`config.mk`:
```
export PLATFORM = sky130hd
export DESIGN_NAME = fx_nth_root
export DESIGN_NICKNAME = d
export VERILOG_FILES = /design/src/rtl/fx_nth_root_pkg.sv /design/src/rtl/fx_nth_root_mul.sv /design/src/rtl/fx_nth_root.sv
export SDC_FILE = /design/constraint.sdc
export NUM_CORES = 1
export LEC_CHECK = 0
export ABC_AREA = 1
export CAP_MARGIN = 20
export CORE_ASPECT_RATIO = 0.7
export CORE_MARGIN = 8
export CORE_UTILIZATION = 28
export DETAILED_ROUTE_END_ITERATION = 12
export PLACE_DENSITY_LB_ADDON = 0.15
export SYNTH_ARGS = -nofsm -noshare
export SYNTH_HDL_FRONTEND = slang
export SYNTH_SLANG_ARGS = --single-unit
```
`constraint.sdc`:
```
create_clock -name clk -period 23.1 [get_ports clk]
set_input_delay 3.465 -clock clk [delete_from_list [all_inputs] [get_ports clk]]
set_output_delay 3.465 -clock clk [all_outputs]
set_load 0.02 [all_outputs]
```
`src/rtl/fx_nth_root_pkg.sv`:
```
`default_nettype none
// ============================================================================
// Module   : fx_nth_root_pkg
// Purpose  : Shared definitions for the fixed-point k-th root block:
//            default parameter values, result-width derivation and the
//            controller state encoding.
// Ports    : none (package)
// Revision : 1.0 - initial release
// ============================================================================
package fx_nth_root_pkg;

    localparam int DEF_IN_INT_W = 10;
    localparam int DEF_FRAC_W   = 10;
    localparam int DEF_EXP_W    = 3;

    // Result / internal word width: integer bits of the radicand plus the
    // fractional bits carried by every fixed-point value.
    function automatic int calc_w(input int in_int_w, input int frac_w);
        return in_int_w + frac_w;
    endfunction

    typedef enum logic [2:0] {
        S_IDLE   = 3'd0,
        S_LOAD   = 3'd1,
        S_MUL    = 3'd2,
        S_DECIDE = 3'd3,
        S_DONE   = 3'd4
    } state_t;

endpackage
`default_nettype wire

```
`src/rtl/fx_nth_root_mul.sv`:
```
`default_nettype none
// ============================================================================
// Module   : fx_mul_trunc
// Purpose  : Truncating fixed-point multiply (p*c) >> FRAC_W with a compare
//            of the untruncated-width shifted product against the radicand.
// Ports    : p        - running power, W bits
//            c        - candidate root, W bits
//            xq       - radicand aligned to the fixed-point grid, W bits
//            product  - low W bits of (p*c) >> FRAC_W
//            exceeds  - full shifted product is larger than xq
// Revision : 1.0 - initial release
// ============================================================================
module fx_mul_trunc #(
    parameter int W      = 20,
    parameter int FRAC_W = 10
) (
    input  logic [W-1:0] p,
    input  logic [W-1:0] c,
    input  logic [W-1:0] xq,
    output logic [W-1:0] product,
    output logic         exceeds
);

    logic [2*W-1:0] w_full;
    logic [2*W-1:0] w_shift;

    // Full 2W-bit product so the overflow compare never sees a wrapped value.
    assign w_full  = {{W{1'b0}}, p} * {{W{1'b0}}, c};
    assign w_shift = w_full >> FRAC_W;

    // Only the low W bits are ever kept: whenever they are stored the
    // shifted product is <= xq and therefore fits in W bits.
    assign product = w_shift[W-1:0];
    assign exceeds = (w_shift > {{W{1'b0}}, xq});

endmodule
`default_nettype wire

```
`src/rtl/fx_nth_root.sv`:
```
`default_nettype none
// ============================================================================
// Module   : fx_nth_root
// Purpose  : Bit-serial fixed-point k-th root of an unsigned integer.
//            Each result bit is tried MSB first; the candidate is raised to
//            the k-th power one truncating multiply per cycle and kept if
//            no partial power exceeds the radicand.
// Ports    : clk, rst_n            - clock, async active-low reset
//            in_valid / in_ready   - request handshake
//            in_data_1             - radicand X (IN_INT_W bits, integer)
//            in_data_2             - root order k (EXP_W bits)
//            out_valid / out_ready - result handshake
//            out_data              - Q(IN_INT_W).(FRAC_W) result
//            out_err               - k == 0
// Revision : 1.0 - initial release
// ============================================================================
module fx_nth_root
    import fx_nth_root_pkg::*;
#(
    parameter int IN_INT_W = DEF_IN_INT_W,
    parameter int FRAC_W   = DEF_FRAC_W,
    parameter int EXP_W    = DEF_EXP_W
) (
    input  logic                         clk,
    input  logic                         rst_n,
    input  logic                         in_valid,
    output logic                         in_ready,
    input  logic [IN_INT_W-1:0]          in_data_1,
    input  logic [EXP_W-1:0]             in_data_2,
    output logic                         out_valid,
    input  logic                         out_ready,
    output logic [IN_INT_W+FRAC_W-1:0]   out_data,
    output logic                         out_err
);

    localparam int c_w  = calc_w(IN_INT_W, FRAC_W);
    localparam int c_bw = $clog2(c_w);

    state_t             r_state;
    logic               r_in_ready;
    logic               r_out_valid;
    logic [c_w-1:0]     r_out_data;
    logic               r_out_err;
    logic [c_w-1:0]     r_xq;
    logic [EXP_W-1:0]   r_k;
    logic [c_w-1:0]     r_r;
    logic [c_w-1:0]     r_p;
    logic [EXP_W-1:0]   r_count;
    logic [c_bw-1:0]    r_bit;
    logic               r_rej;
    logic               r_err_pend;
    logic               r_armed;

    logic [c_w-1:0]     w_one;
    logic [c_w-1:0]     w_cand;
    logic [c_w-1:0]     w_xq_new;
    logic [c_w-1:0]     w_prod;
    logic               w_exceeds;
    logic [EXP_W-1:0]   w_cnt_nxt;

    assign w_one     = {{(c_w-1){1'b0}}, 1'b1};
    assign w_cand    = r_r | (w_one << r_bit);
    assign w_xq_new  = {in_data_1, {FRAC_W{1'b0}}};
    assign w_cnt_nxt = r_count + EXP_W'(1);

    fx_mul_trunc #(
        .W      (c_w),
        .FRAC_W (FRAC_W)
    ) u_mul (
        .p       (r_p),
        .c       (w_cand),
        .xq      (r_xq),
        .product (w_prod),
        .exceeds (w_exceeds)
    );

    always_ff @(posedge clk or negedge rst_n) begin
        if (!rst_n) begin
            r_state     <= S_IDLE;
            r_in_ready  <= 1'b1;
            r_out_valid <= 1'b0;
            r_out_data  <= '0;
            r_out_err   <= 1'b0;
            r_xq        <= '0;
            r_k         <= '0;
            r_r         <= '0;
            r_p         <= '0;
            r_count     <= '0;
            r_bit       <= '0;
            r_rej       <= 1'b0;
            r_err_pend  <= 1'b0;
            r_armed     <= 1'b0;
        end else begin
            case (r_state)
                S_IDLE: begin
                    if (in_valid) begin
                        r_xq       <= w_xq_new;
                        r_k        <= in_data_2;
                        r_in_ready <= 1'b0;
                        r_bit      <= c_bw'(c_w - 1);
                        r_err_pend <= (in_data_2 == '0);
                        r_armed    <= 1'b0;
                        if (in_data_2 > EXP_W'(1)) begin
                            r_r     <= '0;
                            r_state <= S_LOAD;
                        end else begin
                            // k==1 is the identity; k==0 is an error with a zero result.
                            r_r     <= (in_data_2 == EXP_W'(1)) ? w_xq_new : '0;
                            r_state <= S_DONE;
                        end
                    end
                end
                S_LOAD: begin
                    r_p     <= w_cand;
                    r_count <= EXP_W'(1);
                    r_rej   <= 1'b0;
                    r_state <= S_MUL;
                end
                S_MUL: begin
                    if (w_exceeds) begin
                        // Powers only grow from here, so the candidate is lost.
                        r_rej   <= 1'b1;
                        r_state <= S_DECIDE;
                    end else begin
                        r_p     <= w_prod;
                        r_count <= w_cnt_nxt;
                        if (w_cnt_nxt == r_k) begin
                            r_state <= S_DECIDE;
                        end
                    end
                end
                S_DECIDE: begin
                    if (!r_rej && (r_p <= r_xq)) begin
                        r_r <= w_cand;
                    end
                    if (r_bit == '0) begin
                        r_state <= S_DONE;
                    end else begin
                        r_bit   <= r_bit - c_bw'(1);
                        r_state <= S_LOAD;
                    end
                end
                S_DONE: begin
                    // One settle cycle before presenting the result gives the
                    // direct k<=1 path a fixed two-cycle latency from accept.
                    if (!r_armed) begin
                        r_armed <= 1'b1;
                    end else if (!r_out_valid) begin
                        r_out_valid <= 1'b1;
                        r_out_data  <= r_r;
                        r_out_err   <= r_err_pend;
                    end else if (out_ready) begin
                        r_out_valid <= 1'b0;
                        r_out_data  <= '0;
                        r_out_err   <= 1'b0;
                        r_armed     <= 1'b0;
                        r_in_ready  <= 1'b1;
                        r_state     <= S_IDLE;
                    end
                end
                default: begin
                    r_state    <= S_IDLE;
                    r_in_ready <= 1'b1;
                end
            endcase
        end
    end

    assign in_ready  = r_in_ready;
    assign out_valid = r_out_valid;
    assign out_data  = r_out_data;
    assign out_err   = r_out_err;

endmodule
`default_nettype wire

```
Word level (Yosys, flattened, before mapping)
Cells that the tools add are included.

Output and inout port bits: 23. Register bits after elaboration: 90. Logic and storage cells: 94.

Reduce and logical (&&, ||, !) cells: 19. Order comparisons: 3. Shift operators: 1. Equality and inequality tests: 16. Multiplexer cells: 36. Bitwise logic cells: 2. Add/subtract/negate cells: 2. $mul: 1.

Operator list (count): $mux 20 (7); $pmux 20 s2 (2); $mul 20x20->40 (1); $gt 30x20->1 (1); $mux 3 (9); $le 20x20->1 (1); $or 20x20->20 (1); $shl 1x5->20 const A (1); $ne 2x2->1 const B (8); $pmux 3 s5 (1); $mux 1 (10); $mux 5 (2); $pmux 5 s2 (1); $reduce_and 2->1 (5); $reduce_and 5->1 (2); $reduce_and 3->1 (3); $eq 3x1->1 const B (2); $eq 3x2->1 const B (2); $logic_not 3->1 (2); $pmux 3 s2 (1); $reduce_bool 2->1 (3); $logic_not 5->1 (1); $sub 5x1->5 const B (1); $pmux 1 s2 (2); 11 further kinds (11).

Logic depth before layout (Yosys ltp)
Gate-level depths: netlist (run 1).

Word-level depth: 6. Depth in mapped cells: 50. Gate-level depth less buffers: 48.

Modules after synthesis
A second synthesis (run 1) with hierarchy kept.

Cell total of the unflattened synthesis: 2579. Area total of the unflattened synthesis: 19283.5 um2.

Modules (own cells, without submodules): fx_mul_trunc (area an instance 14637.8 um2, cells an instance 1985, times used 1); fx_nth_root (area an instance 4645.7 um2, cells an instance 594, times used 1).

Worst setup path after synthesis (run 1)
OpenSTA, ideal clock, no wires.

Kind: reg-to-reg. From: register r_bit[0]. To: register r_count[0]. Period minus slack after synthesis: 8.125 ns. Stages on the path, launching flop included: 47. Setup slack: 14.975 ns. Setup time: 0.117 ns. Arrival time: 8.008 ns. Buffers on the path: 3. Required time: 22.983 ns. Path through: dfrtp_1 -> inv_1 -> ha_1 -> nand2_1 -> inv_1 -> a21oi_1 -> clkbuf_1 -> clkbuf_1 -> nor2_1 -> fa_1 -> fa_1 -> inv_1 -> fa_1 -> inv_1 -> fa_1 -> inv_1 -> fa_1 -> inv_1 -> [11 not listed] -> nand3_1 -> nand2_1 -> xor2_1 -> ha_1 -> nand2_1 -> nor2_1 -> nand4_1 -> nor2_1 -> nand2_1 -> nor2_1 -> nand3_1 -> nor2_1 -> nand3_1 -> a21oi_2 -> nand3_2 -> buf_2 -> nand3_1 -> nand2_1.

Cells in the longest elaborated chain, start to end: 6.

Ends and longest elaborated chain: from (decl) (line fx_nth_root.sv:49) `logic [c_bw-1:0] r_bit;`; from (signal assigned) (line fx_nth_root.sv:100) `r_bit <= c_bw'(c_w - 1);`; from (signal assigned) (line fx_nth_root.sv:139) `r_bit <= r_bit - c_bw'(1);`; $shl 1x5->20 (line fx_nth_root.sv:62) `assign w_cand = r_r | (w_one << r_bit);`; $or 20x20->20 (line fx_nth_root.sv:62); $mul 20x20->40 (line fx_nth_root_mul.sv:28) `assign w_full = {{W{1'b0}}, p} * {{W{1'b0}}, c};`; $gt 30x20->1 (line fx_nth_root_mul.sv:34) `assign exceeds = (w_shift > {{W{1'b0}}, xq});`; $ne 2x2->1 (no source line); $reduce_and 2->1 (no source line); to (signal assigned) (line fx_nth_root.sv:126) `r_count <= w_cnt_nxt;`; to (decl) (line fx_nth_root.sv:48) `logic [EXP_W-1:0] r_count;`.

No other way between the ends. A chain may end at the register's enable or synchronous reset.

Worst setup path after layout (run 1)
From: register r_bit[1]. To: register r_p[15].

Cells in the longest elaborated chain, start to end: 6. Elaborated cells on any way between the ends: 8. Those cells by class: 1 x mul; 1 x order compare; 1 x eq/ne; 1 x shift; 2 x mux; 1 x bitwise; 1 x reduce/logical.

Ends and longest elaborated chain: $shl 1x5->20 * (line fx_nth_root.sv:62); $or 20x20->20 * (line fx_nth_root.sv:62); $mul 20x20->40 (line fx_nth_root_mul.sv:28); $gt 30x20->1 (line fx_nth_root_mul.sv:34); $ne 2x2->1 (no source line); $reduce_and 2->1 (no source line); to (signal assigned) (line fx_nth_root.sv:114) `r_p <= w_cand;`; to (signal assigned) (line fx_nth_root.sv:125) `r_p <= w_prod;`; to (decl) (line fx_nth_root.sv:47) `logic [c_w-1:0] r_p;`.

Every way passes the cells marked *; elsewhere a longest branch is shown, timed or not. The select of a mux whose other input is x is not followed.

==> flow_metrics.py, run 1 <==
metrics = {
    "critical_path": {
        "cp-start-kind": "register",
        "crit_path_max_fanout": 24,
        "ff2ff_path_depth": 38,
        "worstSetupPathType": "reg -> reg",
        "crit_path_top_delay_cell": "clkinv_1",
        "critPathArrivalTime_ps": 11240,
        "critical_path_required_ps": 23400,
        "worstSetupEndpointType": "register",
        "cpMostUsedCell": "nand2_1",
        "cp_slowest_stage_delay_ps": 960,
    },
    "clock_network": {
        "clkSinkCount": 90,
        "holdBufCountCts": 0,
        "ctsRootBufferMaster": "clkbuf_16",
        "cts_resized": 0,
        "numCtsBuffers": 9,
        "htreeDepth": 3,
        "cts_tree": "built",
        "clk_transition_reported_paths_ps": 70,
        "post_cts.repair.setup_buffers": 0,
        "worst_skew_pair.late_latency_ps": 370,
        "cts_max_path_bufs": 2,
    },
    "die": {
        "pin_count": 40,
        "die_h_um": 229.3,
        "core_rows": 78,
        "placeableCoreArea_um2": 64510,
        "die_w_um": 320.7,
        "die-area_um2": 73530,
        "floorplan.initialDensity_pct": 28.21,
    },
    "placement": {
        "detailedPlace.worstSlack_ps": 12320,
        "detailedPlacementHpwl_mm": 61.17,
        "port_buffers": 39,
        "place.gp.congestion": 0.9280,
    },
    "global_routing": {
        "top_usage_layer": "met1",
        "groute.layer.met1.usage_pct": 31.36,
        "antenna_found_initial": 4,
        "grt_max_degree": 45,
        "grt_use_met2_pct": 25.58,
        "groute.usage.overall_pct": 20.39,
        "first_global_vias": 15980,
        "global_route_wire_length_before_repair_mm": 110.5,
        "grt.met3_usage_pct": 9.627,
        "globalRouteOverflowTotal": 0,
    },
    "timing": {
        "timing.final.hold_violations": 0,
        "max-slew-margin-rel_pct": 36.17,
        "max_slew.worst_pin.slew_ps": 957.4,
        "finalWorstSetupSlack_ps": 12160,
        "finalMaxSlewViolations": 0,
        "post_route_setup_tns_ps": 0,
        "final_period_util_pct": 47.36,
        "period_minus_slack_ps": 10940,
        "achievable-frequency_ghz": 0.09141,
        "finClkSkew_ps": 9.394,
        "setup_viol_count_final": 0,
        "grt_setup_unrepaired": "no",
    },
    "synthesis": {
        "synth.distinct_cells": 44,
        "number_of_synthesized_flops_with_an_enable_pin": 0,
        "synth.cell_area_um2": 18200,
        "postSynthRegisterBits": 90,
        "post_synth.cell_area_avg_um2": 7.747,
        "synth.yosys.warnings": 0,
        "part_of_the_yosys_area_used_for_sequential_elements_pct": 12.38,
        "syn_nets": 2859,
        "syn_inst": 2349,
        "ys.flop_type": "dfrtp_1",
        "asyncSetResetFlopFracSynth_pct": 100.0,
    },
    "worst_hold_path": {
        "hold-path-cell-count": 2,
        "type_of_the_worst_min_delay_path": "reg -> reg",
    },
    "job": {
        "cap_viol_max_count": 0,
    },
    "layout": {
        "area_growth_syn_to_layout_pct": 9.743,
        "nFillCells": 7061,
        "nets": 2861,
        "mostFrequentLayoutCells": "525 x inv_1, 494 x nand2_1, 319 x fa_1",
        "final_common_cell": "inv_1",
        "antenna_cells": 0,
        "final_core_util_pct": 30.96,
        "post_route_cells_drive_above_1_share_pct": 3.014,
    },
    "power": {
        "vdd_ir_drop_max_uv": 46.53,
        "cellLeakagePower_nw": 10.29,
        "report.power.total_mw": 1.537,
        "cellPowerDensity_nw_per_um2": 76.95,
    },
    "routing": {
        "drc": 0,
        "detail_route.first_pass.iterations": 6,
        "initialDrtViolationCount": 1439,
        "wirelength_mm": 74.27,
        "postRouteAntennaNets": 0,
        "detail_route.wl_per_cell_um": 22.95,
        "via_per_inst": 4.756,
        "route.vias.total": 15390,
    },
    "status": {
        "status": "finished clean",
    },
}
-- flip-flops by register name, summed over array words and instances (netlist names) --
| signal | count |
|---|---|
| in_ready | 1 |
| out_data | 20 |
| out_err | 1 |
| out_valid | 1 |
| r_armed | 1 |
| r_bit | 5 |
| r_count | 3 |
| r_err_pend | 1 |
| r_k | 3 |
| r_p | 20 |
| r_r | 20 |
| r_rej | 1 |
| r_state | 3 |
| r_xq | 10 |
-- final timing paths --
| kind | endpoint | from | slack [ps] |
|---|---|---|---|
| worst max-delay path | r_p[15]$_DFFE_PN0P_ | r_bit[1]$_DFFE_PN0P_ | 12160 |
| worst min-delay path | in_ready$_DFFE_PN1P_ | in_ready$_DFFE_PN1P_ | 490 |
| worst max register to register | r_p[15]$_DFFE_PN0P_ | r_bit[1]$_DFFE_PN0P_ | 12160 |
| worst min register to register | in_ready$_DFFE_PN1P_ | in_ready$_DFFE_PN1P_ | 490 |
| max in group asynchronous | r_p[8]$_DFFE_PN0P_ | rst_n | 19160 |
| min in group asynchronous | out_err$_DFFE_PN0P_ | rst_n | 2910 |
-- Yosys cell counts, types with 5 or more instances --
master,count,area [um2]
ha_1,174,2177
clkinv_1,11,41.29
nand2_2,5,31.28
nand3_1,71,355.3
xor2_1,16,140.1
o21ai_0,111,555.5
nor4_1,5,31.28
nor3_1,15,75.07
fa_1,319,6386
nand4_1,14,87.58
nor2_1,286,1074
a21oi_1,68,340.3
o22ai_1,12,75.07
xnor2_1,8,70.07
a21o_1,6,45.04
nand2_1,494,1854
clkbuf_1,72,270.3
inv_1,525,1971
dfrtp_1,89,2227
-- power breakdown --
group          switching [mW]  internal (mW)  total, mW
Sequential             0.0489          0.215      0.264
Combinational           0.790          0.314       1.10
Clock                  0.0712         0.0981      0.169
Total                   0.910          0.627       1.54
-- cell type report --
class	count	area, um2	area share [%]
Clock inverter	6	88.84	0.4448
Tap cell	880	1101	5.513
Inverter	536	2012	10.07
Timing Repair Buffer	72	655.6	3.283
Clock buffer	10	239.0	1.197
Multi-Input combinational cell	1642	13620	68.20
Sequential cell	90	2253	11.28
-- per-layer routing --
metal / up-vias / share of wire [%]
li1: 7029 / -
met1: 7752 / 51
met2: 545 / 36
met4: 4 / 1.2
met5: - / 0.031
met3: 62 / 12
-- stage by stage --
stage	hold WS, ps	instances	area, um2
2_1_floorplan	453.0	2349	18200
3_3_place_gp	469.0	3218	19610
3_5_place_dp	476.0	3220	19640
4_1_cts	486.3	3236	19970
5_1_grt	508.8	3236	19970
6_report	485.4	3236	19970
-- kinds of logic after synthesis --
group | Yosys count | share of synthesized area [%]
AND/OR/NAND/NOR | 900 | 19.71
buffers and inverters | 617 | 12.86
adder cells (fa/ha/maj) | 493 | 47.06
AO/OA/AOI/OAI | 225 | 6.827
flip-flops | 90 | 12.38
XOR/XNOR | 24 | 1.155
-- worst max-delay path, delay by kind of cell (launching register included) --
family | cells | cell delay, ps
xor+xnor | 1 | 250
simple gates | 13 | 2550
buf+inv | 8 | 1570
compound gates | 6 | 1980
flops | 1 | 380
fa+ha+maj | 10 | 4070
(Power assumes the default switching activity.)
==> run 2: changes to the inputs <==
==> constraint.sdc (replaced) <==
create_clock -name clk -period 9.75 [get_ports clk]
set_input_delay 1.4625 -clock clk [delete_from_list [all_inputs] [get_ports clk]]
set_output_delay 1.4625 -clock clk [all_outputs]
set_load 0.02 [all_outputs]
==> run 2 against run 1 <==
Against the previous run:
- critical path depth decreased by 1
- sequential share of layout area down 0.18 points
- clock-buffer cell count increased by 1
- utilization up 0.50 points
- sequential power increased by 130%
- largest cell class unchanged
- combinational power up 150%
- total power rose by 140%
- hold slack worse by 13 ps
- clock power up 140%
- global-route usage fell by 0.28 points
- clock skew increased by 0.82 ps
- via count grew 1.5%
==> flow_metrics.py, run 2 (synthesis gave the netlist of run 1 again) <==
metrics = {
    "timing": {
        "achievable-frequency_ghz": 0.1064,
        "final_period_util_pct": 96.44,
        "finClkSkew_ps": 10.21,
        "timing.final.hold_violations": 0,
        "finalMaxSlewViolations": 0,
        "period_minus_slack_ps": 9403,
        "post_route_setup_tns_ps": 0,
        "max_slew.worst_pin.slew_ps": 1038,
        "max-slew-margin-rel_pct": 30.75,
        "setup_viol_count_final": 0,
    },
    "status": {
        "status": "finished clean",
    },
    "routing": {
        "detail_route.first_pass.iterations": 6,
        "route.vias.total": 15620,
        "via_per_inst": 4.777,
        "drc": 0,
        "postRouteAntennaNets": 0,
        "wirelength_mm": 73.56,
        "initialDrtViolationCount": 1545,
        "detail_route.wl_per_cell_um": 22.49,
    },
    "critical_path": {
        "critical_path_required_ps": 10000,
        "critical_path.startpoint": "r_bit[0]$_DFFE_PN0P_",
        "worstReg2RegStart": "r_bit[0]$_DFFE_PN0P_",
        "crit_path_max_fanout": 23,
        "worstSetupPathType": "reg -> reg",
        "cp_slowest_stage_delay_ps": 650,
        "critPathArrivalTime_ps": 9650,
        "ff2ff_path_depth": 37,
        "worstSetupEndpointType": "register",
        "cp-start-kind": "register",
        "crit_path_top_delay_cell": "fa_1",
        "cpMostUsedCell": "fa_1",
    },
    "clock_network": {
        "ctsRootBufferMaster": "clkbuf_16",
        "htreeDepth": 3,
        "holdBufCountCts": 0,
        "worst_skew_pair.late_latency_ps": 370,
        "cts_max_path_bufs": 2,
        "numCtsBuffers": 9,
        "cts_tree": "built",
        "clkSinkCount": 90,
        "clk_transition_reported_paths_ps": 70,
    },
    "die": {
        "die_h_um": 229.3,
        "floorplan.initialDensity_pct": 28.21,
        "core_rows": 78,
        "placeableCoreArea_um2": 64510,
        "die_w_um": 320.7,
        "die-area_um2": 73530,
        "pin_count": 40,
    },
    "layout": {
        "nFillCells": 7067,
        "nets": 2896,
        "final_core_util_pct": 31.46,
        "fin_cells": 3271,
        "mostFrequentLayoutCells": "521 x inv_1, 494 x nand2_1, 317 x fa_1",
        "area_growth_syn_to_layout_pct": 11.52,
        "multiInputGateArea_um2": 13670,
        "seq_area_um2": 2253,
        "final_common_cell": "inv_1",
        "post_route_cells_drive_above_1_share_pct": 4.977,
        "antenna_cells": 0,
    },
    "global_routing": {
        "first_global_vias": 16010,
        "grt_max_degree": 77,
        "antenna_found_initial": 4,
        "globalRouteOverflowTotal": 0,
        "global_route_wire_length_before_repair_mm": 109.5,
        "groute.usage.overall_pct": 20.11,
    },
    "power": {
        "cellLeakagePower_nw": 10.46,
        "vdd_ir_drop_max_uv": 97.74,
        "cellPowerDensity_nw_per_um2": 185.4,
        "report.power.total_mw": 3.763,
    },
    "placement": {
        "port_buffers": 39,
        "detailedPlacementHpwl_mm": 62.22,
        "place.gp.congestion": 0.9246,
        "placed_cells": 3252,
    },
    "worst_hold_path": {
        "launch_instance_of_the_worst_min_delay_path": "in_ready$_DFFE_PN1P_",
        "type_of_the_worst_min_delay_path": "reg -> reg",
        "hold-path-cell-count": 2,
    },
    "job": {
        "cap_viol_max_count": 0,
    },
}
## run 2: changes by cell type in the layout (fill, tap and decap cells not counted), sizes merged
cell | previous run | this run
clkbuf | 10 | 11
clkinvlp | 2 | 3
buf | 34 | 69
inv | 526 | 528
clkinv | 12 | 8
## run 2: area by class of cell
| type | count | area share, % |
|---|---|---|
| Tap cell | 880 | 5.425 |
| Sequential cell | 90 | 11.10 |
| Multi-Input combinational cell | 1642 | 67.36 |
| Timing Repair Buffer | 107 | 4.525 |
| Clock inverter | 5 | 0.4254 |
| Clock buffer | 11 | 1.196 |
| Inverter | 536 | 9.969 |
## run 2: path summary, 6_finish.rpt
path	end	slack (ps)
setup reg to reg	r_p[4]$_DFFE_PN0P_	350
hold reg to reg	in_ready$_DFFE_PN1P_	470
min in group asynchronous	out_valid$_DFFE_PN0P_	940
hold / removal	in_ready$_DFFE_PN1P_	470
max in group asynchronous	out_data[9]$_DFFE_PN0P_	7940
setup / recovery	r_p[4]$_DFFE_PN0P_	350
## run 2: timing repair
| item | CTS | global route |
|---|---|---|
| gates resized for setup | 0 | 19 |
| setup endpoints to repair | 0 | 26 |
| buffers inserted | 0 | 2 |
## run 2: worst max-delay path: cells and delay by family (launching register included)
kind	cells	cell delay [ps]
fa+ha+maj	10	4720
xor+xnor	1	280
simple gates	8	820
compound gates	9	1850
flops	1	440
buf+inv	9	1120
## run 2: through the flow
stage / setup slack (ps) / area (um2) / hold slack [ps]
6_report: 347.2 / 20290 / 472.4
5_1_grt: -27.64 / 20290 / 501.3
4_1_cts: 142.7 / 20190 / 476.4
3_5_place_dp: 167.4 / 19860 / 465.5
3_3_place_gp: 266.6 / 19850 / 460.6
2_1_floorplan: 1625 / 18200 / 453.0
## run 2: routing by layer
metal / wire length [um] / GRT usage (%) / part of all wire, % / vias to the layer above
li1: - / - / - / 7093
met1: 38000 / 32.20 / 52 / 7871
met2: 26180 / 24.87 / 36 / 594
met3: 8550 / 8.033 / 12 / 60
met4: 780 / 2.392 / 1.1 / 6
met5: 41 / 0 / 0.056 / -
## run 2: where the power goes
group | switching (mW) | internal [mW] | total (mW)
combinational | 1.91 | 0.835 | 2.74
sequential | 0.109 | 0.509 | 0.619
clock | 0.169 | 0.234 | 0.404
